==> src/rtl/sram_port_arb_pkg.sv <==
// Shared types for the single-port SRAM arbiter: grant and response-owner
// encodings plus the helper that maps a grant to the response it produces.
package sram_port_arb_pkg;

  localparam int unsigned CNT_W = 4;

  typedef enum logic [1:0] {
    ARB_NONE = 2'b00,
    ARB_INST = 2'b01,
    ARB_DATA = 2'b10
  } arb_e;

  typedef enum logic [1:0] {
    RESP_NONE = 2'b00,
    RESP_INST = 2'b01,
    RESP_DATA = 2'b10
  } resp_e;

  // Writes return nothing, so only instruction fetches and data loads own a response slot.
  function automatic resp_e resp_of(input arb_e gnt, input logic [3:0] wen);
    case (gnt)
      ARB_INST: return RESP_INST;
      ARB_DATA: return (wen == 4'b0000) ? RESP_DATA : RESP_NONE;
      default:  return RESP_NONE;
    endcase
  endfunction

endpackage

==> src/rtl/sram_port_arb.sv <==
// Arbitrates the IF instruction port and EX data port onto one 1-cycle-latency
// SRAM; returns read data to its owner a cycle later and stalls the loser.
module sram_port_arb
  import sram_port_arb_pkg::*;
#(
  parameter int ADDR_W     = 32,
  parameter int DATA_W     = 32,
  parameter int STARVE_MAX = 4
) (
  input  logic              clk,
  input  logic              rst,
  input  logic              flush,
  input  logic              inst_req,
  input  logic [ADDR_W-1:0] inst_addr,
  output logic [DATA_W-1:0] inst_rdata,
  output logic              inst_rvalid,
  input  logic              data_req,
  input  logic [3:0]        data_wen,
  input  logic [ADDR_W-1:0] data_addr,
  input  logic [DATA_W-1:0] data_wdata,
  output logic [DATA_W-1:0] data_rdata,
  output logic              data_rvalid,
  output logic              mem_en,
  output logic [3:0]        mem_wen,
  output logic [ADDR_W-1:0] mem_addr,
  output logic [DATA_W-1:0] mem_wdata,
  input  logic [DATA_W-1:0] mem_rdata,
  output logic              stallreq
);

  localparam logic [CNT_W-1:0] STARVE_LIM = CNT_W'(STARVE_MAX);

  logic [CNT_W-1:0] starve_cnt;
  resp_e            owner_q;
  logic             flush_pend;
  arb_e             gnt;
  logic             gnt_inst;
  logic             gnt_data;

  // Data normally wins; a fetch denied STARVE_MAX cycles in a row is forced through.
  always_comb begin
    // NOTE: default first so every path assigns gnt and no latch is inferred.
    gnt = ARB_NONE;
    if (inst_req && (!data_req || starve_cnt == STARVE_LIM)) gnt = ARB_INST;
    else if (data_req)                                       gnt = ARB_DATA;
  end

  assign gnt_inst = (gnt == ARB_INST);
  assign gnt_data = (gnt == ARB_DATA);

  always_comb begin
    mem_en    = 1'b0;
    mem_wen   = 4'b0000;
    mem_addr  = '0;
    mem_wdata = '0;
    case (gnt)
      ARB_INST: begin
        mem_en   = 1'b1;
        mem_addr = inst_addr;
      end
      ARB_DATA: begin
        mem_en    = 1'b1;
        mem_wen   = data_wen;
        mem_addr  = data_addr;
        mem_wdata = data_wdata;
      end
      default: ;
    endcase
  end

  assign stallreq = (inst_req & ~gnt_inst) | (data_req & ~gnt_data);

  always_ff @(posedge clk) begin
    // NOTE: non-blocking so every register samples pre-edge values regardless of statement order.
    if (!rst) begin
      starve_cnt <= '0;
      owner_q    <= RESP_NONE;
      flush_pend <= 1'b0;
    end else begin
      if (!inst_req || gnt_inst)       starve_cnt <= '0;
      else if (starve_cnt != STARVE_LIM) starve_cnt <= starve_cnt + CNT_W'(1);
      owner_q    <= resp_of(gnt, data_wen);
      flush_pend <= flush & gnt_inst;
    end
  end

  // Gating with rst blanks any response still registered while reset is asserted.
  assign inst_rvalid = rst & (owner_q == RESP_INST) & ~flush_pend & ~flush;
  assign data_rvalid = rst & (owner_q == RESP_DATA);
  assign inst_rdata  = inst_rvalid ? mem_rdata : '0;
  assign data_rdata  = data_rvalid ? mem_rdata : '0;

endmodule

==> config.mk <==
export PLATFORM = sky130hd
export DESIGN_NAME = sram_port_arb
export DESIGN_NICKNAME = d
export VERILOG_FILES = /design/src/rtl/sram_port_arb_pkg.sv /design/src/rtl/sram_port_arb.sv
export SDC_FILE = /design/constraint.sdc
export NUM_CORES = 1
export LEC_CHECK = 0
export ABC_CLOCK_PERIOD_IN_PS = 2800
export BUFFER_PORTS_ARGS = -buffer_cell sky130_fd_sc_hd__buf_4
export CELL_PAD_IN_SITES_DETAIL_PLACEMENT = 0
export CELL_PAD_IN_SITES_GLOBAL_PLACEMENT = 1
export CORE_AREA = 2 2 107 109
export CTS_BUF_LIST = sky130_fd_sc_hd__clkbuf_8 sky130_fd_sc_hd__clkbuf_16
export DETAILED_ROUTE_END_ITERATION = 6
export DIE_AREA = 0 0 109 111
export GPL_TIMING_DRIVEN = 0
export HOLD_SLACK_MARGIN = 0.05
export PLACE_DENSITY = 0.73
export RECOVER_POWER = 100
export SLEW_MARGIN = 20
export SYNTH_ARGS = -nofsm -noshare
export SYNTH_HDL_FRONTEND = slang
export SYNTH_SLANG_ARGS = --single-unit
==> constraint.sdc <==
create_clock -name clk -period 2.8 [get_ports clk]
set_clock_uncertainty 0.2 [all_clocks]
set_input_delay 0.28 -clock clk [delete_from_list [all_inputs] [get_ports clk]]
set_output_delay 0.28 -clock clk [all_outputs]
set_load 0.005 [all_outputs]
==> results by stage <==
Routing:
- The first-pass detailed-route iteration total is 4.
- Dividing the detail-routed via count by the number of cells gives around 4.0.
- The routed wire length on met3 is between 700 and 800 um.
- The uppermost layer routed is met4.
- The total detailed-routing wirelength is 7.75 mm.
- The number of DRC violations after detailed-routing iteration 0 is 91.
- After detailed routing, the average wire length per cell comes to around 13 um.
- After detailed routing, the number of remaining DRC violations is 0.
- In the detailed route, the total length drawn on met2 is 4.12 mm.
- The remaining antenna violation count after routing is 0.
- The detailed router placed 2384 vias in this run.
- The total routed wire length on the met1 layer is 2.79 mm.

Placed design:
- Port buffering added 272 buffers.
- The half-perimeter wire length of the detailed placement result is approximately 6.9 mm.
- The routability congestion estimate from global placement is 0.840.

Finish:
- Leaving out fill and tap cells, the most frequent cells in the layout are buf_4, and2_0, clkbuf_4, a22o_1, and2_1.
- The library cell used most frequently in the layout, excluding fill and tap cells, is buf_4.
- The layout has 1202 filler cells.
- The sequential cells in the finished layout cover a total of about 140 sq um.
- For this run, the post-layout net count is 598.
- Cells with a size suffix above 1 make up 60.9% of the layout.
- The area taken by multi-input logic gates is 1080 sq um.
- The repair_antennas step left the layout with diodes totalling 0.
- The synthesis-to-finish area growth is 172%.

Critical path:
- The number of buffers and inverters on the critical path is 3.
- The cell family with the largest share of critical-path delay is buffers and inverters.
- The signal on the critical path passes through inv_1 > ha_1 > nand3b_1 > a21boi_2 > clkbuf_1 > a22o_1 > clkbuf_4.
- Data on the critical path arrives at its endpoint at 2040 ps.
- The top fanout value on the critical path is 10.
- In this run the worst setup path begins at starve_cnt[0].
- The nature of the critical path startpoint is a register.
- The required time of the critical path is around 2300 ps.
- The worst register-to-register path begins at starve_cnt[0].
- On the critical path, the stage with the largest delay is an instance of clkbuf_1.
- The worst setup path is captured at an output port.
- The category of the critical setup timing path is register to output port.
- For this run, the slowest stage of the critical path takes 440 ps.

Clocking:
- The root cell of the clock tree is clkbuf_16.
- Post-CTS repair changed the size of 0 cells.
- The CTS clock-pin slew for the worst setup and hold paths is 40 ps.
- CTS built an H-tree with a depth of 1.
- For the worst-skew pair, the clock arrives at the later sink with an insertion delay of between 200 and 250 ps.
- The tree built by TritonCTS fans out to 7 sinks.
- TritonCTS built the clock tree.
- The maximum clock insertion buffer count is 2.
- After clock tree synthesis, the setup repair step added 0 buffers.
- The number of buffers inserted for hold repair after clock tree synthesis is 0.
- The total clock buffers created by CTS is 3.

Power:
- The worst ir drop on vdd is ~0.18 mV.
- The total power density per cell area is around 200 nW/um^2.
- Summed over all cells, the static leakage comes to 1.88 nW.

Floorplan:
- For this configuration, the core starts out at a cell density of 11.9%.
- In this run the horizontal extent of the chip is 109 um.
- The die is 111 um tall.
- After floorplanning, the core was sized to cover 11100 sq um.
- The floorplan has 39 rows.
- For this design the top-level I/O count stands at 273.
- The die covers approximately 12000 sq um.

Yosys:
- After technology mapping, the gate count stands at around 180.
- The cell area after technology mapping is 1320 sq um.
- The Yosys step of the flow raised 0 warnings.
- Synthesis produced a netlist with a net count of ~320.
- Sequential elements use 10.6% of the synthesized area.
- The count of unique library cells instantiated by Yosys is 22.
- Counting flops and latches in the post-synthesis netlist gives 7.
- The post-synthesis area per instance is 7.25 sq um.

GRT:
- The all-layer global routing usage is 11.7%.
- The first-pass GRT wire length is approximately 11 mm.
- The total overflow left after global routing is 0.
- The initial antenna violation count is 0.
- The number of global-route vias before repair came to 2320.
- The pin count of the biggest net entering global routing is 11.

Timing:
- The max-slew violation count came to 0.
- The count of endpoints failing hold in the final timing report is 0.
- The final-report setup violation count is 0.
- After routing, the total negative slack on setup checks comes to 0 ps.
- The minimum clock period after layout is 2520 ps.
- The worst hold slack is between 90 and 100 ps.
- The final worst-path cycle share is 90.2%.
- The pin slew with the least headroom to its limit is 573 ps.
- Setup repair after global routing left no endpoint under its margin.
- Based on the critical path, the design can be clocked at up to approximately 0.40 GHz.
- The relative max-transition margin is 61.5%.

Job:
- Across the run, the number of max-cap violations was 0.

Hold path:
- The path class of the tightest hold or removal check is input pin to register.
- The start point of the worst hold path is flush.

Outcome:
- The flow ran to the end, and the final reports show no timing, DRC or antenna violations.
-- synth_stat cells (all sizes together) --
cell / n / area [sq um]
and2: 102 / 638
a22o: 32 / 280
buf: 8 / 52.6
clkbuf: 8 / 33.8
dfxtp: 7 / 140
nor2: 6 / 22.5
a21boi: 2 / 30.0
and3: 2 / 12.5
ha: 2 / 25.0
inv: 2 / 7.51
nand3: 2 / 10.0
nand3b: 2 / 15.0
and3b: 1 / 8.76
nand2: 1 / 3.75
nor3: 1 / 10.0
nor4: 1 / 6.26
or2: 1 / 6.26
xnor2: 1 / 8.76
xor2: 1 / 8.76
-- through the flow --
step,setup WS [ps],utilization [%],instance area [sq um],total power [mW],cells
5_1_grt,103,32.4,3590,0.746,601
6_report,275,32.4,3590,0.701,601
3_3_place_gp,614,32.0,3540,0.473,597
2_1_floorplan,945,-,1320,0.203,182
3_5_place_dp,557,32.0,3540,0.477,597
4_1_cts,299,32.7,3620,0.721,601
-- area by class of cell --
type	count	share of cell area (%)
Clock buffer	3	2.09
Tap cell	143	4.99
Buffer	16	2.27
Clock inverter	1	0.105
Sequential cell	7	3.91
Inverter	2	0.209
Timing Repair Buffer	272	56.3
Multi-Input combinational cell	157	30.1
-- where the power goes --
group	switching [mW]	leakage [nW]	internal [mW]
Clock	0.0522	0.0423	0.186
Combinational	0.118	1.78	0.242
Sequential	0.00116	0.0568	0.102
Total	0.171	1.88	0.530
-- worst register-to-register path: cells and delay by family, from the launching register on --
| family | cells | cell delay [ps] |
|---|---|---|
| AOI/OAI and AO/OA | 1 | 260 |
| adders and majority gates | 1 | 200 |
| buffers and inverters | 2 | 310 |
| DFF | 1 | 360 |
| and+or+nand+nor | 2 | 420 |
-- worst paths after layout --
check / end / slack (ps) / cells past startpoint
hold / removal: flush_pend / 90 / 2
hold reg to reg: starve_cnt[0] / 260 / 1
setup / recovery: mem_addr[9] / 280 / 7
setup reg to reg: owner_q[1] / 990 / 6
-- flip-flops by register name, indices dropped and copies added, names as in the netlist --
register,count
starve_cnt,4
owner_q,2
flush_pend,1
-- cell families after synthesis --
logic type | Yosys count | share of synthesized area [%]
adder cells (fa/ha/maj) | 2 | 1.90
AO/OA/AOI/OAI | 34 | 23.5
AND/OR/NAND/NOR | 119 | 55.5
flip-flops | 7 | 10.6
XOR/XNOR | 2 | 1.33
buffers and inverters | 18 | 7.11
-- per-layer routing --
| layer | up-vias | GRT usage (%) |
|---|---|---|
| met3 | 10 | 2.94 |
| met1 | 1065 | 12.3 |
| met2 | 149 | 22.9 |
| met4 | 0 | 1.97 |
| met5 | - | 0 |
| li1 | 1160 | - |
(Power assumes the default switching activity.)
